`src/rtl/seg7_scroll_driver_pkg.sv`:
```
// ---------------------------------------------------------------------------
// seg7_scroll_driver_pkg
// Shared constants and helpers for the 7-segment display codebase.
//   SEG_BLANK       : active-low pattern with every segment off
//   SLOT_BLANK_BIT  : slot bit that forces a display blank
//   SLOT_PAT_MSB    : top bit of the active-high segment pattern (g)
//   NUM_SLOTS       : number of processor-written slots / displays
// ---------------------------------------------------------------------------
package seg7_scroll_driver_pkg;

    localparam logic [6:0] SEG_BLANK      = 7'h7F;
    localparam int         SLOT_BLANK_BIT = 7;
    localparam int         SLOT_PAT_MSB   = 6;
    localparam int         NUM_SLOTS      = 4;

    typedef logic [8:0] slot_t;

    // Convert one slot register into active-low display drive.
    // Bit 8 of the slot is reserved and plays no part in the pattern.
    function automatic logic [6:0] slot_to_hex(input slot_t slot);
        if (slot[SLOT_BLANK_BIT]) begin
            return SEG_BLANK;
        end
        return ~slot[SLOT_PAT_MSB:0];
    endfunction

endpackage

```
`src/rtl/seg7_scroll_driver_tick_gen.sv`:
```
// ---------------------------------------------------------------------------
// seg7_scroll_driver_tick_gen
// Programmable prescaler producing a one-cycle step pulse every TICK_DIV
// enabled cycles.
//   clk_i    : clock, rising edge
//   rst_ni   : asynchronous active-low reset
//   en_i     : count enable; when low the count holds
//   clear_i  : synchronous restart to zero; overrides en_i and the step
//   step_o   : high on the enabled cycle where the count is at its terminal
//              value, so the consumer updates on the same edge as the wrap
// ---------------------------------------------------------------------------
module seg7_scroll_driver_tick_gen #(
    parameter int TICK_DIV = 25000000,
    parameter int CNT_W    = 25
) (
    input  logic clk_i,
    input  logic rst_ni,
    input  logic en_i,
    input  logic clear_i,
    output logic step_o
);

    localparam logic [CNT_W-1:0] CNT_LAST = CNT_W'(TICK_DIV - 1);

    logic [CNT_W-1:0] cnt_q;
    logic [CNT_W-1:0] cnt_d;
    logic             at_last;

    assign at_last = (cnt_q == CNT_LAST);
    assign step_o  = en_i && !clear_i && at_last;

    always_comb begin
        cnt_d = cnt_q;
        if (clear_i) begin
            cnt_d = '0;
        end else if (en_i) begin
            cnt_d = at_last ? '0 : cnt_q + 1'b1;
        end
    end

    always_ff @(posedge clk_i or negedge rst_ni) begin
        if (!rst_ni) begin
            cnt_q <= '0;
        end else begin
            cnt_q <= cnt_d;
        end
    end

endmodule

```
`src/rtl/seg7_scroll_driver.sv`:
```
// ---------------------------------------------------------------------------
// seg7_scroll_driver
// Drives four active-low 7-segment displays from four 9-bit slot registers,
// optionally rotating the 4-character window at a programmable rate. Any
// write to a slot (any bit changes, including reserved bit 8) restarts the
// rotation at offset 0.
//   clock            : system clock, rising edge
//   Resetn           : asynchronous active-low reset
//   seg_0_in..3_in   : slot contents {reserved, blank, g..a active-high}
//   scroll_en        : 1 = rotate, 0 = freeze offset and prescaler
//   dir              : 0 = offset increments per step, 1 = decrements
//   HEX0..HEX3       : registered display drive, g..a, active-low
//   offset           : current rotation offset
// ---------------------------------------------------------------------------
module seg7_scroll_driver
    import seg7_scroll_driver_pkg::*;
#(
    parameter int TICK_DIV = 25000000,
    parameter int CNT_W    = 25
) (
    input  logic       clock,
    input  logic       Resetn,
    input  logic [8:0] seg_0_in,
    input  logic [8:0] seg_1_in,
    input  logic [8:0] seg_2_in,
    input  logic [8:0] seg_3_in,
    input  logic       scroll_en,
    input  logic       dir,
    output logic [6:0] HEX0,
    output logic [6:0] HEX1,
    output logic [6:0] HEX2,
    output logic [6:0] HEX3,
    output logic [1:0] offset
);

    logic [35:0] in_vec;
    logic [35:0] snap_q;
    logic        change;
    logic        step;
    logic [1:0]  off_q;
    logic [1:0]  off_d;
    slot_t       slot   [NUM_SLOTS];
    logic [6:0]  hex_q  [NUM_SLOTS];
    logic [6:0]  hex_d  [NUM_SLOTS];

    assign in_vec  = {seg_3_in, seg_2_in, seg_1_in, seg_0_in};
    assign slot[0] = seg_0_in;
    assign slot[1] = seg_1_in;
    assign slot[2] = seg_2_in;
    assign slot[3] = seg_3_in;

    assign change = (in_vec != snap_q);

    seg7_scroll_driver_tick_gen #(
        .TICK_DIV (TICK_DIV),
        .CNT_W    (CNT_W)
    ) u_tick_gen (
        .clk_i   (clock),
        .rst_ni  (Resetn),
        .en_i    (scroll_en),
        .clear_i (change),
        .step_o  (step)
    );

    // A write wins over a coincident step; 2-bit arithmetic gives the
    // modulo-4 wrap in both directions.
    always_comb begin
        off_d = off_q;
        if (change) begin
            off_d = 2'd0;
        end else if (step) begin
            off_d = dir ? off_q - 2'd1 : off_q + 2'd1;
        end
    end

    // The mux uses the live inputs and next-state offset so a write shows up
    // one edge later already at home position, and a step lands on the same
    // edge as the offset change. Without a change the live inputs equal the
    // snapshot, so this is the same as reading the snapshot.
    always_comb begin
        for (int k = 0; k < NUM_SLOTS; k++) begin
            hex_d[k] = slot_to_hex(slot[2'(k) + off_d]);
        end
    end

    always_ff @(posedge clock or negedge Resetn) begin
        if (!Resetn) begin
            snap_q <= '0;
            off_q  <= 2'd0;
            for (int k = 0; k < NUM_SLOTS; k++) begin
                hex_q[k] <= SEG_BLANK;
            end
        end else begin
            if (change) begin
                snap_q <= in_vec;
            end
            off_q <= off_d;
            for (int k = 0; k < NUM_SLOTS; k++) begin
                hex_q[k] <= hex_d[k];
            end
        end
    end

    assign HEX0   = hex_q[0];
    assign HEX1   = hex_q[1];
    assign HEX2   = hex_q[2];
    assign HEX3   = hex_q[3];
    assign offset = off_q;

endmodule

```
`config.mk`:
```
export PLATFORM = sky130hd
export DESIGN_NAME = seg7_scroll_driver
export DESIGN_NICKNAME = d
export VERILOG_FILES = /design/src/rtl/seg7_scroll_driver_pkg.sv /design/src/rtl/seg7_scroll_driver_tick_gen.sv /design/src/rtl/seg7_scroll_driver.sv
export SDC_FILE = /design/constraint.sdc
export NUM_CORES = 1
export LEC_CHECK = 0
export CAP_MARGIN = 30
export CELL_PAD_IN_SITES_DETAIL_PLACEMENT = 0
export CELL_PAD_IN_SITES_GLOBAL_PLACEMENT = 1
export CORE_MARGIN = 4
export CORE_UTILIZATION = 46
export DETAILED_ROUTE_END_ITERATION = 6
export PLACE_DENSITY_LB_ADDON = 0.05
export REMOVE_ABC_BUFFERS = 1
export SETUP_SLACK_MARGIN = 0.15
export SYNTH_ARGS = -nofsm -noshare
export SYNTH_HDL_FRONTEND = slang
export SYNTH_HIERARCHICAL = 1
export SYNTH_SLANG_ARGS = --single-unit
```
`constraint.sdc`:
```
create_clock -name clock -period 6.3 [get_ports clock]
set_clock_uncertainty 0.05 [all_clocks]
set_input_delay 0.63 -clock clock [delete_from_list [all_inputs] [get_ports clock]]
set_output_delay 0.63 -clock clock [all_outputs]
set_load 0.005 [all_outputs]
```
==> metrics.txt <==
outcome finished, final reports clean; vias per cell about 5.7; Placer Congestion a little over 0.8; Crit. End Element register; Reg2Reg Setup Slack between 1.5 and 2 ns; CP Data Arrival Time 5.08 ns; core area about 0.0099 mm^2; Placed Area 0.00548 mm^2; hold bufs inserted after CTS 0; GR Util All Layers 0.201; NetSw roughly 280 uW; setup_tns 0 ns; nets 529; P_leak roughly 2.3 nW; critical path type in -> reg; initial antenna violation count 0; Antenna diodes 0; synth warn 6; R2R depth 14; grt total ovfl 0; post-synthesis async set-or-reset flop share 1.00; commonest cells in the netlist dfrtp_1 (63), clkbuf_1 (42), xor2_1 (40), mux2i_1 (30), nor2_1 (30); WL/cell about 19 um; cell area after layout approximately 0.0057 mm^2; Worst Max-Slew Pin Slew 1.01 ns; IO Pins 70; Routed Antenna Nets 0; Post-synth EDFFs 0; Int Pwr around 960 uW; Min-Delay Path Class in -> async; crit path max fanout 16; worst-skew pair later-pin latency about 0.36 ns; Area Growth Syn to Fin 20.4%; reg2reg end HEX1[5]; final instance count without filler cells roughly 630; Slew HR 0.327; Power Density about 220 mW/mm^2; cts bufs inserted 9; Logic pwr share 0.105; sw frac 0.225; Die W between 100 and 150 um; initial core utilization 0.480; first-pass GRT wire length roughly 18000 um; Most used DFF post-synth dfrtp_1; Flop pwr share 0.500; met1 Usage GRT 0.313; DP Cell Count between 600 and 700; die area around 0.012 mm^2; Syn Area/Cell ~11 um^2; DRC Markers 0; Post-Synthesis Cells between 400 and 500; Post-CTS Resized 0; GRT busiest layer met1; Hold Vio Cnt, Final 0; vias in the first global route between 3000 and 4000; DRT Pass-1 Iters 5; part of the cycle the worst path needs 0.773; Post-CTS Setup Repair Bufs 0; clk buf depth 2; CTS H-tree depth 3; synth unique cells 47; filler instances 829; initial DRC count between 200 and 250; FF-to-FF Start snap_q[33]; clock transition at the registers of the reported paths ~0.090 ns; RSZ-0062 raised after global routing false; std cell rows 36; Synth area leader dfrtp_1; final slew viol count 0; final setup vio count 0; Buffers on Ports 69; die height 110 um; VDD IR max 0.118 mV; share of layout cells above drive strength 1 0.150; Setup crit start kind primary input; max-cap viol count 0; Fmax achieved between 200 and 250 MHz; largest cells by area after synthesis dfrtp_1 (33%), dfstp_2 (15%), xor2_1 (7.4%), mux2i_1 (6.3%), o211ai_1 (4.4%); CP required ~6.5 ns; share of power burned in the clock network 0.395; met2 usage 0.274; total routed wirelength 11700 um; met3 global-route usage 0.0352; post-layout minimum cycle time 4.87 ns; clk root buf clkbuf_8; CTS sink count 91; share of the synthesized area in the top cell type 0.331; CTS tree built; flops & latches, synth between 90 and 100; pin count of the biggest net entering global routing 56; via count about 3500; synthesized area 0.00476 mm^2; register area share after synthesis 0.486; count leader, synth dfrtp_1; hpwl dp 8150 um
## state kept, by name, summed over array words and instances, names as in the netlist
name / count
HEX2: 7
HEX1: 7
snap_q: 36
offset: 2
HEX0: 7
u_tick_gen/cnt_q: 25
HEX3: 7
## layout make-up
type                       instances  area, um^2  area share
sequential                        91        2310       0.403
multi-input combinational        301        2210       0.386
timing repair buffer              80         771       0.134
tap                              133         166      0.0290
clock buffer                      12         155      0.0271
clock inverter                     4        97.6      0.0170
inverter                           5        18.8     0.00328
## critical path, stage by stage
cell and delay, ns:
clkdlybuf4s50_1 0.55, xor2_1 0.20, nor4_1 0.41, nand2_1 0.31, nor3_1 0.33, inv_1 0.18, nand2b_1 0.22, nor2_1 0.29
nand2_1 0.14, xor2_2 0.58, a2111oi_4 0.16, buf_4 0.24, o22ai_1 0.46, buf_4 0.25, o211ai_1 0.11
## power by group through the flow
stage / registers (mW) / clock network, mW / logic (mW)
6_report: 0.620 / 0.490 / 0.130
5_1_grt: 0.622 / 0.530 / 0.143
4_1_cts: 0.620 / 0.503 / 0.132
3_5_place_dp: 0.631 / 0 / 0.132
3_3_place_gp: 0.630 / 0 / 0.132
2_1_floorplan: 0.631 / 0 / 0.0448
## logic make-up after synthesis
family	after synthesis	synth area share
muxes	31	0.0654
adders and majority gates	1	0.00263
DFF	91	0.486
buffers and inverters	59	0.0549
xor gates and xnor gates	41	0.0754
AOI/OAI and AO/OA	109	0.165
and+or+nand+nor	119	0.151
## how the worst max path moves through the flow
stage          depth (start not counted)   startpoint  slack, ns      end
2_1_floorplan                         12  seg_2_in[8]       1.33  HEX1[0]
3_3_place_gp                          15  seg_3_in[6]       1.10  HEX1[5]
3_5_place_dp                          15  seg_3_in[6]       1.04  HEX1[5]
4_1_cts                               15  seg_3_in[6]       1.42  HEX1[5]
5_1_grt                               14  seg_2_in[6]       1.17  HEX2[4]
6_report                              15  seg_3_in[6]       1.43  HEX1[5]
## layer usage
layer	part of all wire	wire [um]
met3	0.056	654
met5	0	0
met2	0.43	4990
met4	0.016	188
met1	0.50	5840
## cell usage in the layout, fill, tap and decap left out, types with 3 or more instances in the layout
master            n
a21oi_1          23
a22o_1            3
a2bb2oi_1        14
a31oi_1          18
a41oi_1           3
and3_1            3
and4_1            3
buf_4            12
bufinv_16         3
clkbuf_8         11
clkdlybuf4s50_1  68
dfrtp_1          63
dfstp_2          28
inv_1             5
mux2i_1          30
nand2_1          28
nand2b_1          5
nand3_1          15
nand4_1           5
nor2_1           30
nor3_1            4
nor4_1            8
nor4_4            6
o211ai_1         28
o21ai_0           3
o21ai_1           3
xor2_1           38
## per-stage QoR
step                utilization  total power [mW]  hold slack, ns  setup WS [ns]
finish                    0.578              1.24           0.165           1.43
global route              0.578              1.29           0.188           1.17
CTS                       0.578              1.26           0.177           1.42
detailed placement        0.553             0.762           0.435           1.04
global placement          0.553             0.762           0.427           1.10
floorplan                     -             0.676           0.284           1.33
Power figures use the tool's default switching activity.
